**config.mk**
```make
export PLATFORM = sky130hd
export DESIGN_NAME = mult_operand_streamer
export DESIGN_NICKNAME = d
export VERILOG_FILES = /design/src/rtl/mult_operand_streamer.sv
export SDC_FILE = /design/constraint.sdc
export NUM_CORES = 2
export LEC_CHECK = 0
export ABC_AREA = 1
export CELL_PAD_IN_SITES_DETAIL_PLACEMENT = 1
export CELL_PAD_IN_SITES_GLOBAL_PLACEMENT = 2
export CORE_ASPECT_RATIO = 0.6
export CORE_MARGIN = 2
export CORE_UTILIZATION = 40
export DETAILED_ROUTE_END_ITERATION = 12
export PLACE_DENSITY_LB_ADDON = 0.1
export SKIP_CTS_REPAIR_TIMING = 1
export SLEW_MARGIN = 20
export SYNTH_ARGS = -nofsm -noshare
export SYNTH_HDL_FRONTEND = slang
export SYNTH_SLANG_ARGS = --single-unit
```
**constraint.sdc**
```tcl
create_clock -name clk_in -period 10.2 [get_ports clk_in]
set_clock_uncertainty 0.15 [all_clocks]
set_input_delay 2.04 -clock clk_in [delete_from_list [all_inputs] [get_ports clk_in]]
set_output_delay 2.04 -clock clk_in [all_outputs]
set_load 0.02 [all_outputs]
```
**src/rtl/mult_operand_streamer.sv**
```systemverilog
// mult_operand_streamer: loads two big-number operands block-wise, streams them to a block-serial multiplier and tracks its results.
module mult_operand_streamer #(
  parameter int REGISTER_SIZE = 32,
  parameter int BITS_IN_NUM = 2048,
  parameter int TIMEOUT_CYCLES = 32768
) (
  input  logic                                               clk_in,
  input  logic                                               rst_in,
  input  logic                                               load_valid_in,
  input  logic                                               load_sel_in,
  input  logic [$clog2(BITS_IN_NUM/REGISTER_SIZE)-1:0]       load_addr_in,
  input  logic [REGISTER_SIZE-1:0]                           load_data_in,
  input  logic                                               start_in,
  input  logic                                               ready_in,
  output logic [REGISTER_SIZE-1:0]                           n_out,
  output logic [REGISTER_SIZE-1:0]                           m_out,
  output logic                                               valid_out,
  input  logic                                               result_valid_in,
  input  logic                                               result_final_in,
  output logic                                               busy_out,
  output logic                                               done_out,
  output logic [15:0]                                        result_count_out,
  output logic                                               error_out
);
  localparam int NUM_BLOCKS = BITS_IN_NUM / REGISTER_SIZE;
  localparam int AW = $clog2(NUM_BLOCKS);
  localparam int TW = $clog2(TIMEOUT_CYCLES + 1);
  typedef enum logic [1:0] {IDLE, ARM, STREAM, WAIT_RESULT} state_t;
  state_t state, state_d;
  logic [AW-1:0] idx, idx_d;
  logic [TW-1:0] tcnt, tcnt_d;
  logic [15:0] count_d;
  logic valid_d, done_d, error_d;
  logic [REGISTER_SIZE-1:0] n_mem [NUM_BLOCKS];
  logic [REGISTER_SIZE-1:0] m_mem [NUM_BLOCKS];
  // operand storage is deliberately left out of reset
  always_ff @(posedge clk_in) begin
    if (load_valid_in && state == IDLE && load_sel_in) m_mem[load_addr_in] <= load_data_in;
    if (load_valid_in && state == IDLE && !load_sel_in) n_mem[load_addr_in] <= load_data_in;
  end
  always_comb begin
    state_d = state;
    idx_d = idx;
    tcnt_d = tcnt;
    count_d = result_count_out;
    valid_d = 1'b0;
    done_d = 1'b0;
    error_d = state != IDLE && (load_valid_in || start_in);
    case (state)
      IDLE: begin
        state_d = start_in ? ARM : IDLE;
        count_d = start_in ? '0 : result_count_out;
      end
      ARM: begin
        state_d = ready_in ? STREAM : ARM;
        idx_d = '0;
        valid_d = ready_in;
      end
      STREAM: begin
        state_d = idx == AW'(NUM_BLOCKS - 1) ? WAIT_RESULT : STREAM;
        valid_d = idx != AW'(NUM_BLOCKS - 1);
        idx_d = valid_d ? idx + 1'b1 : idx;
      end
      WAIT_RESULT: begin
        count_d = result_valid_in && result_count_out != 16'hFFFF ? result_count_out + 1'b1 : result_count_out;
        tcnt_d = tcnt + 1'b1;
        // a final arriving on the timeout cycle still counts as normal completion
        done_d = result_final_in;
        error_d = error_d || (!result_final_in && tcnt_d == TW'(TIMEOUT_CYCLES));
        state_d = result_final_in || tcnt_d == TW'(TIMEOUT_CYCLES) ? IDLE : WAIT_RESULT;
        tcnt_d = state_d == IDLE ? '0 : tcnt_d;
      end
      default: state_d = IDLE;
    endcase
  end
  always_ff @(posedge clk_in) begin
    if (rst_in) begin
      state <= IDLE;
      idx <= '0;
      tcnt <= '0;
      valid_out <= 1'b0;
      n_out <= '0;
      m_out <= '0;
      busy_out <= 1'b0;
      done_out <= 1'b0;
      error_out <= 1'b0;
      result_count_out <= '0;
    end else begin
      state <= state_d;
      idx <= idx_d;
      tcnt <= tcnt_d;
      valid_out <= valid_d;
      n_out <= valid_d ? n_mem[idx_d] : '0;
      m_out <= valid_d ? m_mem[idx_d] : '0;
      busy_out <= state_d != IDLE;
      done_out <= done_d;
      error_out <= error_d;
      result_count_out <= count_d;
    end
  end
endmodule

```
== Word level (Yosys, flattened, before mapping) ==
Memory sizes are Yosys's and may differ from the RTL's. A register that Yosys moved wholly into a read port is not among the register bits.
Cells that the tools add are included.

* Register bits: 44
* RAM bits: 4,096
* Bits of input ports: 46
* Output and inout bits: 84
* Memories: 2

{| class="wikitable"
|+ Memories
! name !! depth !! bits a word !! read ports !! clocked after Yosys merged registers in !! write ports !! line !! RTL
|-
| m_mem || 64 || 32 || 1 || 1 || 1 || 35 || <nowiki>logic [REGISTER_SIZE-1:0] m_mem [NUM_BLOCKS];</nowiki>
|-
| n_mem || 64 || 32 || 1 || 1 || 1 || 34 || <nowiki>logic [REGISTER_SIZE-1:0] n_mem [NUM_BLOCKS];</nowiki>
|}

* $add $sub $neg: 3
* Equal/unequal tests: 9
* Multiplexer cells: 17
* Bitwise operators: 2
* Reduce and logical (&&, ||, !) cells: 19

{| class="wikitable"
|+ Operators with widths
! operator !! number
|-
| 2-to-1 mux 16 bit || 3
|-
| adder 16 x 1 -> 16 bit (second input constant) || 2
|-
| one-hot mux 16 bit (2 select lines) || 1
|-
| == test 16 bit (second input constant) || 1
|-
| inequality test 16 bit (second input constant) || 1
|-
| one-hot mux 6 bit (2 select lines) || 1
|-
| one-hot mux 2 bit (4 select lines) || 1
|-
| 2-to-1 mux 1 bit || 7
|-
| adder 6 x 1 -> 6 bit (second input constant) || 1
|-
| == test 6 bit (second input constant) || 1
|-
| logical AND 1 bit || 6
|-
| 2-to-1 mux 6 bit || 1
|-
| inequality test 6 bit (second input constant) || 1
|-
| nonzero test 2 bit || 3
|-
| == test 2 bit (second input constant) || 2
|-
| logical NOT 2 bit || 2
|-
| 2-to-1 mux 2 bit || 2
|-
| inequality test 2 bit (second input constant) || 2
|-
| OR reduction 2 bit || 2
|-
| logical OR 1 bit || 3
|-
| AND reduction 3 bit || 1
|-
| == test 2 x 1 -> 1 bit (second input constant) || 1
|-
| logical NOT 1 bit || 2
|-
| NOT 1 bit || 2
|-
| one-hot mux 1 bit (2 select lines) || 1
|}

== Depth between registers and ports, before layout ==
* Word-level depth: 6
* Depth in mapped cells: 20

== Least setup slack after synthesis ==
No wires, ideal clock.

* Path type: input to register
* Start point: in load_addr_in[3]
* End point: mem m_mem[27][0], enable pin
* Library setup time: 0.461 ns
* Data arrival time: 4.989 ns
* Slack: 4.600 ns
* Stages: 4
* Path buffers: 0
* Cell sequence: inv_1 > nor3_1 > clkinv_1 > nor3_1

{| class="wikitable"
|+ RTL lines
! what !! line !! RTL
|-
| from (decl) || 11 || <nowiki>input logic [$clog2(BITS_IN_NUM/REGISTER_SIZE)-1:0] load_addr_in,</nowiki>
|-
| to (decl) || 35 ||
|}

No word-level cell before the write port.

== Final worst setup path ==
* Start point: reg state[1]
* End point: reg n_out[5] (read register of n_mem)

* Longest elaborated chain between the ends: 4
* Elaborated cells between the ends (all ways): 6
* Classes of those cells: eq/ne: 2; mux: 2; bitwise: 1; reduce/logical: 1

{| class="wikitable"
|+ Ends and longest elaborated chain
! what !! line !! RTL
|-
| from (decl) || 29 || <nowiki>state_t state, state_d;</nowiki>
|-
| from (signal assigned) || 89 || <nowiki>state <= state_d;</nowiki>
|-
| == test 2 bit or == test 2 x 1 -> 1 bit (tied branches) || 49 || <nowiki>case (state)</nowiki>
|-
| one-hot mux 1 bit (2 select lines) || 49 ||
|-
| NOT 1 bit (no line) || - ||
|-
| OR reduction 2 bit (no line) || - ||
|-
| to (decl) || 15 || <nowiki>output logic [REGISTER_SIZE-1:0] n_out,</nowiki>
|}

Parallel ways exist; a longest one is shown, timed or not.
A chain may end at the register's enable or synchronous reset.

==> metrics <==
run status=finished, final reports clean; flops & latches, synth=4204; Core Footprint=425000 um^2; remaining design rule violation count=0; count of vias placed by the detailed router=approximately 120k; Register-to-Register Path Depth=16; CP peak stage delay=750 ps; pin slew with the least headroom to its limit=1340 ps; Num CTS Buffers=413; WL final=667000 um; clock latency of the later-clocked register in the worst-skew pair=around 950 ps; portion of total power attributed to combinational logic=0.020; minimum setup slack in the final design=3930 ps; wire length of the first global-routing pass=934000 um; layout cells sized above 1=0.0771; FF-to-FF End=n_out[5]; areal power density over the cells=183 nW/um^2; sum of overflow across all layers after global routing=0; overall power=35.1 mW; Worst Setup Slack post-DPL=roughly 4100 ps; initial antenna violation count=56; met1 Use GR=0.472; worst path cell trace=inv_1, ha_1, nand2_1, inv_1, nand3_1, nand2_4, buf_12, buf_4, buf_4, nand3_1, nand3_1, nand2_1, nor2_1, nor2_1, nor2_1, nor2_1; Slew Limit Fails=0; GRT met3 Usage=0.0594; startpoint of the most critical hold path=tcnt[4]; count of fill cells added during filler insertion=43947; Net count, final=14125; largest net degree at the start of global routing=185; fraction of power spent switching nets=0.212; Max Cap Viol=0; cell at the root of the clock tree=sky130_fd_sc_hd__clkbuf_16; number of buffers between clock root and the deepest sink=4; Area growth, synth to finish=12.3%; switching power of the nets=7.45 mW; dominant delay contributor by cell family on the critical path=simple AND/OR/NAND/NOR gates; post-route antenna net violation count=0; number of setup violations in the final report=0; total global-route track usage=0.301; RSZ-0062 raised after global routing=no; sequential-to-total area share from yosys stat=0.732; worst slew margin relative to its limit=0.102; final weighted congestion in routability-driven placement=0.843; net count of the mapped netlist=14314; wire per inst=~33 um; WHS Endpoint=tcnt[4]; clock transition at the registers of the reported paths=60 ps; largest driver fanout on the critical path=72; TritonCTS clock tree=done; most heavily used metal layer in global routing=met1; Cell Rows=185; count of different cell masters after synthesis=36; effective utilization at floorplan=0.403; data required time at the worst endpoint=roughly 11000 ps; Seq pwr share=0.541; level count of the clock H-tree=5; worst hold path depth=2; width of the die=about 850 um; number of buffer and inverter instances along the worst setup path=5; startpoint of the worst register-to-register path=state[1]; final number of hold-violating endpoints=0; syn avg cell area=approximately 12 um^2; timing-limited maximum frequency=159 MHz; worst supply voltage drop on vdd=0.000148 V; Clock power frac=0.439; router iterations before antenna repair=7; Worst Setup End Kind=register; worst setup slack for register-to-register paths=3930 ps; CP max-delay cell=sky130_fd_sc_hd__buf_4; Worst Path Arrival=6900 ps; count of warnings emitted by yosys=0; part of the cycle the worst path needs=0.615; P_leak=65.1 nW; final period demand of the worst path=6270 ps; cell seen most often among critical-path stages=sky130_fd_sc_hd__nor2_1; via count of the first global-routing pass=118748; global routing met2 resource utilization=0.430; Clock Sinks=4204; WS Path Type=reg2reg; DPL Wire Length=376000 um; PortBufs=129; setup_tns=0 ps; category of the worst setup path launch point=register; num ports=130; path class of the lowest-slack min-delay path=reg2reg; 1st-iter DRT viols=16613; die area=around 430000 um^2; Post-Synthesis Cells=14261; mean number of vias per cell=6.02; synthesized area=around 170000 um^2; height of the die=~500 um; design internal power=27.6 mW
-- worst max-delay path by stage --
stage	endpoint	slack (ps)	cells past startpoint	start
6_report	n_out[5]	3930	16	state[1]
5_1_grt	m_out[24]	3780	18	state[1]
3_3_place_gp	n_out[5]	4070	16	state[0]
3_5_place_dp	n_out[5]	4090	16	state[1]
2_1_floorplan	m_mem[27][0]	4600	4	load_addr_in[3]
4_1_cts	n_out[5]	4050	16	state[1]
-- metrics by stage --
step                std cells   util  hold WS [ps]  area, um^2
floorplan               14261      -           295      171000
global placement        19337  0.420           305      178000
detailed placement      19354  0.421           332      179000
CTS                     20107  0.452           342      192000
global route            20118  0.452           367      192000
finish                  20133  0.452           342      192000
-- flip-flops by register name, indices dropped and copies added, names as in the netlist --
name and flops:
n_out 32, m_out 32, m_mem 2048, tcnt 16, done_out 1, valid_out 1
result_count_out 16, error_out 1, n_mem 2048, idx 6, state 2, busy_out 1
-- power groups by stage --
stage,registers [mW],logic [mW],clock network (mW)
2_1_floorplan,19.4,0.120,0
3_3_place_gp,19.4,0.658,0
3_5_place_dp,19.4,0.684,0
4_1_cts,19.0,0.685,15.6
5_1_grt,19.0,0.715,16.2
6_report,19.0,0.686,15.4
-- worst reg2reg max path, cell delays in order (launching register included) --
cell,delay (ps)
sky130_fd_sc_hd__dfxtp_1,380
sky130_fd_sc_hd__inv_1,80
sky130_fd_sc_hd__ha_1,520
sky130_fd_sc_hd__nand2_1,220
sky130_fd_sc_hd__inv_1,170
sky130_fd_sc_hd__nand3_1,150
sky130_fd_sc_hd__nand2_4,360
sky130_fd_sc_hd__buf_12,440
sky130_fd_sc_hd__buf_4,790
sky130_fd_sc_hd__buf_4,800
sky130_fd_sc_hd__nand3_1,190
sky130_fd_sc_hd__nand3_1,180
sky130_fd_sc_hd__nand2_1,80
sky130_fd_sc_hd__nor2_1,620
sky130_fd_sc_hd__nor2_1,240
sky130_fd_sc_hd__nor2_1,540
sky130_fd_sc_hd__nor2_1,190
-- cell usage after synthesis, drive strengths merged --
| cell | instances | area [um^2] |
|---|---|---|
| nand3 | 5036 | 25200 |
| edfxtp | 4096 | 123000 |
| nand2 | 3067 | 11500 |
| buf | 784 | 3950 |
| nor2 | 357 | 1350 |
| clkbuf | 295 | 1110 |
| inv | 154 | 578 |
| a21oi | 151 | 759 |
| dfxtp | 108 | 2160 |
| nor3 | 86 | 430 |
| nand3b | 62 | 465 |
| o21ai | 15 | 75.1 |
| xor2 | 12 | 105 |
| ha | 7 | 87.6 |
| o211ai | 7 | 52.6 |
| nand4 | 5 | 31.3 |
| xnor2 | 5 | 43.8 |
| clkinv | 4 | 15.0 |
| a211oi | 2 | 15.0 |
| a22oi | 1 | 7.51 |
| a2bb2oi | 1 | 8.76 |
| a31oi | 1 | 6.26 |
| and3 | 1 | 6.26 |
| o21a | 1 | 7.51 |
| o21bai | 1 | 7.51 |
| o22ai | 1 | 6.26 |
| o31ai | 1 | 7.51 |
-- layout by cell type (no fill, tap or decap), drive strengths merged, types with 2 or more instances in the layout --
| master | instances |
|---|---|
| clkbuf | 524 |
| clkinv | 182 |
| xnor2 | 5 |
| o21ai | 15 |
| xor2 | 12 |
| edfxtp | 4096 |
| dfxtp | 108 |
| bufinv | 37 |
| nand3 | 5036 |
| nand4 | 5 |
| diode | 20 |
| o211ai | 7 |
| a211oi | 2 |
| buf | 378 |
| nand2 | 3067 |
| nor3 | 86 |
| inv | 161 |
| clkdlybuf4s50 | 97 |
| nand3b | 62 |
| ha | 7 |
| clkinvlp | 7 |
| nor2 | 357 |
| a21oi | 151 |
-- cell type report --
class,count,area (um^2),area share
Clock buffer,524,11000,0.0574
Tap cell,5703,7140,0.0372
Timing Repair Buffer,475,4770,0.0248
Clock inverter,229,2070,0.0108
Multi-Input combinational cell,8820,41200,0.214
Antenna cell,20,50.0,0.000261
Inverter,158,631,0.00328
Sequential cell,4204,125000,0.652
-- routing by layer --
layer	routed length, um	vias to the layer above
li1	-	51313
met1	307000	63733
met2	280000	5442
met3	63800	736
met4	16600	0
met5	0	-
-- cells by family (layout without fill, tap and decap cells) --
family,after synthesis,in the layout,share of synthesized area
AO/OA/AOI/OAI,182,182,0.00557
flip-flops,4204,4204,0.732
AND/OR/NAND/NOR,8614,8614,0.228
adder cells (fa/ha/maj),7,7,0.000512
XOR/XNOR,17,17,0.000871
buffers and inverters,1237,1386,0.0330
other,0,20,0
Note: power is estimated with default switching activity, not from simulation.
